<file path="src/rtl/decode_queue_pkg.sv">
// Shared decode definitions: packed decoded-packet layout, instruction-format
// one-hot codes and functional-unit identifiers used by the decode queue.
package decode_queue_pkg;

    // Field widths of the packed decoded packet (bit 0 holds instFormat[0]).
    localparam int unsigned INST_FORMAT_W = 25;
    localparam int unsigned OPCODE_W      = 12;
    localparam int unsigned ADDRESS_W     = 64;
    localparam int unsigned FUNC_UNIT_W   = 3;
    localparam int unsigned MAJ_ID_W      = 64;
    localparam int unsigned MIN_ID_W      = 7;
    localparam int unsigned IS_64BIT_W    = 1;
    localparam int unsigned PID_W         = 20;
    localparam int unsigned TID_W         = 16;
    localparam int unsigned OP_RW_W       = 8;
    localparam int unsigned OP_IS_REG_W   = 4;
    localparam int unsigned BODY_W        = 84;

    // Field offsets, each field packed directly above the previous one.
    localparam int unsigned INST_FORMAT_LSB = 0;
    localparam int unsigned OPCODE_LSB      = INST_FORMAT_LSB + INST_FORMAT_W;
    localparam int unsigned ADDRESS_LSB     = OPCODE_LSB + OPCODE_W;
    localparam int unsigned FUNC_UNIT_LSB   = ADDRESS_LSB + ADDRESS_W;
    localparam int unsigned MAJ_ID_LSB      = FUNC_UNIT_LSB + FUNC_UNIT_W;
    localparam int unsigned MIN_ID_LSB      = MAJ_ID_LSB + MAJ_ID_W;
    localparam int unsigned IS_64BIT_LSB    = MIN_ID_LSB + MIN_ID_W;
    localparam int unsigned PID_LSB         = IS_64BIT_LSB + IS_64BIT_W;
    localparam int unsigned TID_LSB         = PID_LSB + PID_W;
    localparam int unsigned OP_RW_LSB       = TID_LSB + TID_W;
    localparam int unsigned OP_IS_REG_LSB   = OP_RW_LSB + OP_RW_W;
    localparam int unsigned BODY_LSB        = OP_IS_REG_LSB + OP_IS_REG_W;
    localparam int unsigned ENTRY_W         = BODY_LSB + BODY_W;

    // Instruction-format one-hot codes carried in instFormat.
    localparam logic [INST_FORMAT_W-1:0] FMT_I   = 25'(1) << 0;
    localparam logic [INST_FORMAT_W-1:0] FMT_B   = 25'(1) << 1;
    localparam logic [INST_FORMAT_W-1:0] FMT_SC  = 25'(1) << 2;
    localparam logic [INST_FORMAT_W-1:0] FMT_D   = 25'(1) << 3;
    localparam logic [INST_FORMAT_W-1:0] FMT_DS  = 25'(1) << 4;
    localparam logic [INST_FORMAT_W-1:0] FMT_DQ  = 25'(1) << 5;
    localparam logic [INST_FORMAT_W-1:0] FMT_DX  = 25'(1) << 6;
    localparam logic [INST_FORMAT_W-1:0] FMT_X   = 25'(1) << 7;
    localparam logic [INST_FORMAT_W-1:0] FMT_XL  = 25'(1) << 8;
    localparam logic [INST_FORMAT_W-1:0] FMT_XFX = 25'(1) << 9;
    localparam logic [INST_FORMAT_W-1:0] FMT_XFL = 25'(1) << 10;
    localparam logic [INST_FORMAT_W-1:0] FMT_XS  = 25'(1) << 11;
    localparam logic [INST_FORMAT_W-1:0] FMT_XO  = 25'(1) << 12;
    localparam logic [INST_FORMAT_W-1:0] FMT_A   = 25'(1) << 13;
    localparam logic [INST_FORMAT_W-1:0] FMT_M   = 25'(1) << 14;
    localparam logic [INST_FORMAT_W-1:0] FMT_MD  = 25'(1) << 15;
    localparam logic [INST_FORMAT_W-1:0] FMT_MDS = 25'(1) << 16;
    localparam logic [INST_FORMAT_W-1:0] FMT_VA  = 25'(1) << 17;
    localparam logic [INST_FORMAT_W-1:0] FMT_VC  = 25'(1) << 18;
    localparam logic [INST_FORMAT_W-1:0] FMT_VX  = 25'(1) << 19;
    localparam logic [INST_FORMAT_W-1:0] FMT_XX1 = 25'(1) << 20;
    localparam logic [INST_FORMAT_W-1:0] FMT_XX2 = 25'(1) << 21;
    localparam logic [INST_FORMAT_W-1:0] FMT_XX3 = 25'(1) << 22;

    // Functional-unit identifiers carried in funcUnitType (5 is unassigned).
    typedef enum logic [FUNC_UNIT_W-1:0] {
        FU_FX     = 3'd0,
        FU_FP     = 3'd1,
        FU_VX     = 3'd2,
        FU_CR     = 3'd3,
        FU_LS     = 3'd4,
        FU_BRANCH = 3'd6
    } func_unit_e;

    // Structured view of the packed entry; first member is the most significant.
    typedef struct packed {
        logic [BODY_W-1:0]        body;
        logic [OP_IS_REG_W-1:0]   op_is_reg;
        logic [OP_RW_W-1:0]       op_rw;
        logic [TID_W-1:0]         tid;
        logic [PID_W-1:0]         pid;
        logic                     is_64bit;
        logic [MIN_ID_W-1:0]      min_id;
        logic [MAJ_ID_W-1:0]      maj_id;
        logic [FUNC_UNIT_W-1:0]   func_unit_type;
        logic [ADDRESS_W-1:0]     address;
        logic [OPCODE_W-1:0]      opcode;
        logic [INST_FORMAT_W-1:0] inst_format;
    } decoded_pkt_t;

    // Extract the major instruction ID from a packed entry.
    function automatic logic [MAJ_ID_W-1:0] pkt_maj_id(input logic [ENTRY_W-1:0] pkt);
        decoded_pkt_t view;
        view = decoded_pkt_t'(pkt);
        return view.maj_id;
    endfunction

endpackage

</file>
<file path="src/rtl/decode_queue_ram.sv">
// Entry storage for the decode queue: one synchronous write port and one
// asynchronous read port so the head entry is presented with zero latency.
module decode_queue_ram
    import decode_queue_pkg::*;
#(
    parameter int unsigned depth      = 8,
    parameter int unsigned entryWidth = ENTRY_W,
    parameter int unsigned ptrWidth   = $clog2(depth)
) (
    input  logic                  clk,
    input  logic                  wr_en,
    input  logic [ptrWidth-1:0]   wr_addr,
    input  logic [entryWidth-1:0] wr_data,
    input  logic [ptrWidth-1:0]   rd_addr,
    output logic [entryWidth-1:0] rd_data
);

    // Storage is intentionally never cleared; consumers qualify it with valid.
    logic [entryWidth-1:0] mem_reg [depth];

    // Write the incoming packet into the addressed slot.
    always_ff @(posedge clk) begin
        if (wr_en) begin
            mem_reg[wr_addr] <= wr_data;
        end
    end

    // Show-ahead read straight from the registered read pointer.
    assign rd_data = mem_reg[rd_addr];

endmodule

</file>
<file path="src/rtl/decode_queue.sv">
// Decoded-instruction queue between the decode mux and issue/dispatch.
// Circular buffer with show-ahead output, early registered stall with skid
// slots, sticky overflow and branch-redirect flush.
// Optional statistics (peak occupancy, accepted-push counter) are built when
// the macro DECODE_QUEUE_STATS_EN is defined.
module decode_queue
    import decode_queue_pkg::*;
#(
    parameter int unsigned depth               = 8,
    parameter int unsigned entryWidth          = ENTRY_W,
    parameter int unsigned skidSlots           = 2,
    parameter int unsigned ptrWidth            = $clog2(depth),
    parameter int          DecodeQueueInstance = 0
) (
    input  logic                  clock_i,
    input  logic                  reset_i,
    input  logic                  flush_i,
    input  logic                  enable_i,
    input  logic [entryWidth-1:0] entry_i,
    output logic                  stall_o,
    output logic                  valid_o,
    output logic [entryWidth-1:0] entry_o,
    input  logic                  ready_i,
    output logic [ptrWidth:0]     count_o,
    output logic                  overflow_o
`ifdef DECODE_QUEUE_STATS_EN
    ,
    output logic [ptrWidth:0]     peakCount_o,
    output logic [31:0]           pushCount_o
`endif
);

    // Reject configurations the pointer arithmetic cannot support.
    if (depth < 4 || (depth & (depth - 1)) != 0 || skidSlots >= depth
        || DecodeQueueInstance < 0) begin : g_bad_config
        $error("decode_queue: invalid depth/skidSlots/instance configuration");
    end

    localparam logic [ptrWidth:0]   COUNT_DEPTH = (ptrWidth + 1)'(depth);
    localparam logic [ptrWidth:0]   STALL_LEVEL = (ptrWidth + 1)'(depth - skidSlots);
    localparam logic [ptrWidth:0]   COUNT_ONE   = (ptrWidth + 1)'(1);
    localparam logic [ptrWidth-1:0] PTR_ONE     = ptrWidth'(1);

    logic [ptrWidth-1:0] wr_ptr_reg, wr_ptr_next;
    logic [ptrWidth-1:0] rd_ptr_reg, rd_ptr_next;
    logic [ptrWidth:0]   count_reg, count_next;
    logic                stall_reg, stall_next;
    logic                overflow_reg, overflow_next;

    logic full;
    logic empty;
    logic push;
    logic pop;
    logic wr_en;

    assign full  = (count_reg == COUNT_DEPTH);
    assign empty = (count_reg == '0);
    // ready_i is only meaningful while an entry is being presented.
    assign pop   = !empty && ready_i;
    // A full queue still accepts a push when the head leaves in the same cycle.
    assign push  = enable_i && (!full || pop);
    // Flush and reset both discard a coincident push.
    assign wr_en = push && !flush_i && !reset_i;

    decode_queue_ram #(
        .depth      (depth),
        .entryWidth (entryWidth),
        .ptrWidth   (ptrWidth)
    ) u_ram (
        .clk     (clock_i),
        .wr_en   (wr_en),
        .wr_addr (wr_ptr_reg),
        .wr_data (entry_i),
        .rd_addr (rd_ptr_reg),
        .rd_data (entry_o)
    );

    // Next-state for pointers, occupancy, stall and overflow; flush wins.
    always_comb begin
        wr_ptr_next   = wr_ptr_reg;
        rd_ptr_next   = rd_ptr_reg;
        count_next    = count_reg;
        stall_next    = stall_reg;
        overflow_next = overflow_reg;

        if (flush_i) begin
            wr_ptr_next = '0;
            rd_ptr_next = '0;
            count_next  = '0;
            stall_next  = 1'b0;
        end else begin
            if (push) begin
                wr_ptr_next = wr_ptr_reg + PTR_ONE;
            end
            if (pop) begin
                rd_ptr_next = rd_ptr_reg + PTR_ONE;
            end
            unique case ({push, pop})
                2'b10:   count_next = count_reg + COUNT_ONE;
                2'b01:   count_next = count_reg - COUNT_ONE;
                default: count_next = count_reg;
            endcase
            // Stall looks at the post-update occupancy so the skid slots can
            // still absorb packets already in flight from the front end.
            stall_next = (count_next >= STALL_LEVEL);
            if (enable_i && full && !pop) begin
                overflow_next = 1'b1;
            end
        end
    end

    // Control state registers with synchronous reset (reset beats flush).
    always_ff @(posedge clock_i) begin
        if (reset_i) begin
            wr_ptr_reg   <= '0;
            rd_ptr_reg   <= '0;
            count_reg    <= '0;
            stall_reg    <= 1'b0;
            overflow_reg <= 1'b0;
        end else begin
            wr_ptr_reg   <= wr_ptr_next;
            rd_ptr_reg   <= rd_ptr_next;
            count_reg    <= count_next;
            stall_reg    <= stall_next;
            overflow_reg <= overflow_next;
        end
    end

    assign valid_o    = !empty;
    assign count_o    = count_reg;
    assign stall_o    = stall_reg;
    assign overflow_o = overflow_reg;

`ifdef DECODE_QUEUE_STATS_EN
    logic [ptrWidth:0] peak_reg;
    logic [31:0]       push_cnt_reg;

    // High-water mark trails count by one cycle; push counter survives flush.
    always_ff @(posedge clock_i) begin
        if (reset_i) begin
            peak_reg     <= '0;
            push_cnt_reg <= '0;
        end else begin
            if (count_reg > peak_reg) begin
                peak_reg <= count_reg;
            end
            if (wr_en) begin
                push_cnt_reg <= push_cnt_reg + 32'd1;
            end
        end
    end

    assign peakCount_o = peak_reg;
    assign pushCount_o = push_cnt_reg;
`else
    // Statistics registers and ports are not built in this configuration.
`endif

endmodule

</file>
<file path="config.mk">
export PLATFORM = sky130hd
export DESIGN_NAME = decode_queue
export DESIGN_NICKNAME = d
export VERILOG_FILES = /design/src/rtl/decode_queue_pkg.sv /design/src/rtl/decode_queue_ram.sv /design/src/rtl/decode_queue.sv
export SDC_FILE = /design/constraint.sdc
export NUM_CORES = 2
export LEC_CHECK = 0
export ABC_CLOCK_PERIOD_IN_PS = 37200
export CAP_MARGIN = 20
export CORE_UTILIZATION = 45
export CTS_CLUSTER_DIAMETER = 30
export CTS_CLUSTER_SIZE = 14
export DETAILED_ROUTE_END_ITERATION = 6
export PLACE_DENSITY_LB_ADDON = 0.08
export SLEW_MARGIN = 25
export SYNTH_ARGS = -nofsm -noshare
export SYNTH_HDL_FRONTEND = slang
export SYNTH_SLANG_ARGS = --single-unit
</file>
<file path="constraint.sdc">
create_clock -name clock_i -period 37.2 [get_ports clock_i]
set_input_delay 3.72 -clock clock_i [delete_from_list [all_inputs] [get_ports clock_i]]
set_output_delay 3.72 -clock clock_i [all_outputs]
set_load 0.02 [all_outputs]
</file>
# Word-level counts from Yosys, hierarchy flattened
# Memory sizes are Yosys's and may differ from the RTL's. A register that Yosys moved wholly into a read port is not among the register bits.
# Cells that the tools add are included.
# totals
regBits	12
ram_bits	2464
input_bits	313
out_inout_bits	315
wordCells	36
n_memories	1
# op_classes
n_addsub	4
n_lt_le_gt_ge	1
eq_ne	3
muxes	6
n_bitwise	1
reduce_logical	15
# memory_table
name	depth	word_bits	read_ports	rd_ports_with_merged_regs	write_ports	line	source
u_ram.mem_reg	8	308	1	1	1	decode_queue_ram.sv:19	logic [entryWidth-1:0] mem_reg [depth];
# ops
op	count
4-bit case mux with 2 select lines	1
3-bit by 1-bit adder with 3-bit output (second input constant)	2
1-bit logical AND	6
3-bit two-way mux	2
1-bit logical NOT	5
4-bit by 1-bit adder with 4-bit output (second input constant)	1
4-bit equality test (second input constant)	1
4-bit by 3-bit greater-or-equal comparator with 1-bit output (second input constant)	1
4-bit logical NOT	1
4-bit two-way mux	1
4-bit by 1-bit subtractor with 4-bit output (second input constant)	1
2-bit by 1-bit equality test with 1-bit output (second input constant)	1
2-bit equality test (second input constant)	1
1-bit two-way mux	2
2-bit AND reduction	1
2-bit OR reduction	1
1-bit logical OR	1
1-bit NOT	1

# Longest topological paths before layout
# depth
word_depth	9
depth_mapped	8
depth_no_buf	7

# Cells and area by module
# A second synthesis with hierarchy kept.
# unflattened
cells_unflattened	3656
area_unflattened_um2	93091.8
# modules_own_cells
mod	n_inst	cells_per_inst	area_each_um2	seq_area_each_um2
decode_queue_ram	1	3573	92338.6	73991.0
decode_queue	1	83	753.2	240.2

# Worst setup path before layout
# Ideal clock, no wire load.
# synth_path
kind	in2reg
from	in ready_i
to	mem u_ram.mem_reg[0][0] (netlist bit) (enable)
setup_time_ns	1.730
arrival_time_ns	33.348
required_ns	35.470
setup_slack_ns	2.122
cell_stages	5
path_buffers	1
path_cell_list	buf_2 > nand2b_1 > o21ai_1 > or2_2 > nor4_1
# synth_between
elab_chain_len	7
# synth_rtl
element	line	source
start: declaration	decode_queue.sv:23	input logic ready_i,
1-bit logical AND	decode_queue.sv:59	assign pop = !empty && ready_i;
1-bit logical OR	decode_queue.sv:61	assign push = enable_i && (!full || pop);
1-bit logical AND	decode_queue.sv:61	
1-bit logical AND (2 in a row)	decode_queue.sv:63	assign wr_en = push && !flush_i && !reset_i;
1-bit two-way mux	decode_queue_ram.sv:23	if (wr_en) begin
1-bit two-way mux (implied by the code)	decode_queue_ram.sv:24	mem_reg[wr_addr] <= wr_data;
end: declaration	decode_queue_ram.sv:19	
# No other way between the ends.

==> flow_summary.toml <==
[placement]
dpl.hpwl_mm = 111
dp_cells = 6854
portBuffers = 627
place.gp.congestion = 0.716

[die]
dieArea_um2 = 209000
rows = 166
initial_utilization = 0.454
fp.dieW_um = 457
coreArea_um2 = 205000
io_pins = 628
die_y_um = 457

[pwr]
power.density_nw_per_um2 = 64.6
leakage_nw = 37.9
ir_worst_vdd_mv = 0.0562

[detailed_routing]
vias = 42654
drtIter0Drc = 2886
wirelength_mm = 213
dr.pass1.iters = 6
avgViaCountPerCell = 5.45
wire_per_inst_um = 27.3
drc_errors = 0
drtAntennaViolNets = 0

[clock_tree]
cts_setup_buffers = 0
cts.sinks = 2479
cts_resized = 0
root_buffer = "clkbuf_16"
numCtsBuffers = 534
cts_hold_buf = 0
htree_num_levels = 6
clk_pin_slew_ns = 0.05
tritoncts = "done"
insertion_delay_ns = 0.93
ctsLongestPathBuffers = 4

[sta]
period_share = 0.277
timing.fmax_mhz = 96.9
setup_violations = 0
slew_violations = 0
layout_min_cycle_time_ns = 10.32
hold_violations = 0
skew_ns = 0.0425
tightest_slew_ns = 1.09
tns_ns = 0
grt_setup_unrepaired = "no"
slew_headroom = 0.273

[synthesis]
synth_nets = 3968
synth.area.top_cells = "edfxtp_1, mux4_2, mux2_2"
avgSynthCellArea_um2 = 25.5
synth-edff-count = 2464
syn-cell-area_um2 = 93100
syn_inst = 3652
yosys_warnings = 0
yosys.area.top_type = "edfxtp_1"
synth.distinct_cells = 40
netlist.area_leader.share = 0.795
seq_area_frac_synth = 0.798
synth_seq_cells = 2479
async_flop_share = 0
ys.flop_type = "edfxtp_1"

[global_routing]
grt_max_degree = 144
overflow = 0
grt_usage = 0.206
antenna_found_initial = 59
grt_pass1_vias = 46451
grt_pass1_wl_mm = 312

[worst_setup_path]
cp_max_fo = 72
critPathRequiredTime_ns = 33.48
start_kind = "flip-flop"
cp_cell_sequence = "buf_12 -> buf_16 -> buf_4 -> buf_4 -> buf_4 -> mux4_2 -> mux2_2 -> clkdlybuf4s50_1"
cpMaxStageDelayCell = "buf_4"
crit_top_cell = "buf_4"
reg2reg_depth = 7
r2r-end = "u_ram.mem_reg[2][45]"
cp-end-kind = "primary output"
critPathTopFamily = "buffers and inverters"
slowest_delay_ns = 0.88
cp.arrival_ns = 6.60
cp_num_buf_inv = 6
rrSetupSlack_ns = 32.32
r2r-start = "count_o[1]"
path_depth = 8
crit_type = "flip-flop to primary output"

[status]
status = "complete, no violations"

[layout]
layout.cells.non_filler = 7823
syn_to_final_growth_pct = 28.7
layout_commonest_cell = "edfxtp_1"
largest_reg_flops = 2464
drive_gt1_frac = 0.353
final_cell_mix = "edfxtp_1, clkdlybuf4s50_1, mux4_2"
nets = 5021

[worst_hold_path]
worstHoldStart = "rd_ptr_reg[1]"
hold_depth = 2
hold_class = "flip-flop to flip-flop"

[flow_run]
drv_cap = 0
==> stage by stage <==
| stage | utilization | power, W | setup slack (ns) | hold slack (ns) | area [µm²] |
|---|---|---|---|---|---|
| 6_report | 0.584 | 0.00773 | 26.88 | 0.479 | 120000 |
| 5_1_grt | 0.584 | 0.00797 | 26.20 | 0.521 | 120000 |
| 4_1_cts | 0.584 | 0.00782 | 26.52 | 0.484 | 120000 |
| 3_5_place_dp | 0.500 | 0.00333 | 27.52 | 0.477 | 102000 |
| 3_3_place_gp | 0.500 | 0.00333 | 27.51 | 0.460 | 102000 |
| 2_1_floorplan | - | 0.00324 | 2.12 | 0.454 | 93100 |
==> Yosys cell counts (all sizes together) (3+ instances only) <==
cell       n
edfxtp  2464
mux4     616
mux2     308
buf      106
clkbuf    72
dfxtp     15
nor2      14
nor3       6
nand2      4
nand3      4
xor2       4
a21oi      3
ha         3
o31ai      3
==> worst reg2reg max path: cells and delay by family (launching register included) <==
| kind | cells | cell delay [ns] |
|---|---|---|
| DFF | 1 | 0.56 |
| and+or+nand+nor | 3 | 1.34 |
| buffers and inverters | 3 | 2.40 |
| AOI/OAI and AO/OA | 1 | 0.13 |
==> layer usage <==
layer / wire length (µm) / global-route usage / share of wire / vias to the layer above
met5: 276 / 0 / 0.0013 / -
met4: 5840 / 0.0780 / 0.027 / 42
met3: 15200 / 0.0654 / 0.071 / 429
met2: 106000 / 0.332 / 0.50 / 1244
met1: 85800 / 0.259 / 0.40 / 22768
li1: - / - / - / 18171
==> logic make-up (layout without fill, tap and decap cells) <==
family / Yosys count / count (layout) / share of synthesized area
AO/OA/AOI/OAI: 14 / 14 / 0.00110
XOR/XNOR: 5 / 5 / 0.000471
adder cells (fa/ha/maj): 3 / 3 / 0.000403
buffers and inverters: 180 / 1642 / 0.0105
flip-flops: 2479 / 2479 / 0.798
multiplexers: 925 / 925 / 0.186
other: 0 / 21 / 0
AND/OR/NAND/NOR: 46 / 46 / 0.00266
==> worst max-delay path by stage <==
| stage | endpoint | startpoint |
|---|---|---|
| 4_1_cts | entry_o[10] | flip-flop |
| 3_3_place_gp | entry_o[10] | flip-flop |
| 2_1_floorplan | u_ram.mem_reg[0][0] | ready_i |
| 3_5_place_dp | entry_o[10] | flip-flop |
| 5_1_grt | entry_o[16] | flip-flop |
| 6_report | entry_o[16] | flip-flop |
==> power breakdown <==
part,leakage [nW],internal [W],switching [W]
registers,22.3,0.00310,0.00000383
clock network,8.36,0.00302,0.00143
logic,7.22,0.0000872,0.0000946
==> area by class of cell <==
| cell class | instances | area, µm² |
|---|---|---|
| Fill cell | 14651 | 85200 |
| Timing Repair Buffer | 695 | 7030 |
| Sequential cell | 2479 | 74300 |
| Antenna cell | 21 | 52.6 |
| Clock inverter | 319 | 3120 |
| Clock buffer | 626 | 14100 |
| Tap cell | 2688 | 3360 |
| Inverter | 2 | 7.51 |
| Multi-Input combinational cell | 993 | 17800 |
No activity file was read; power rests on OpenSTA's default activity.
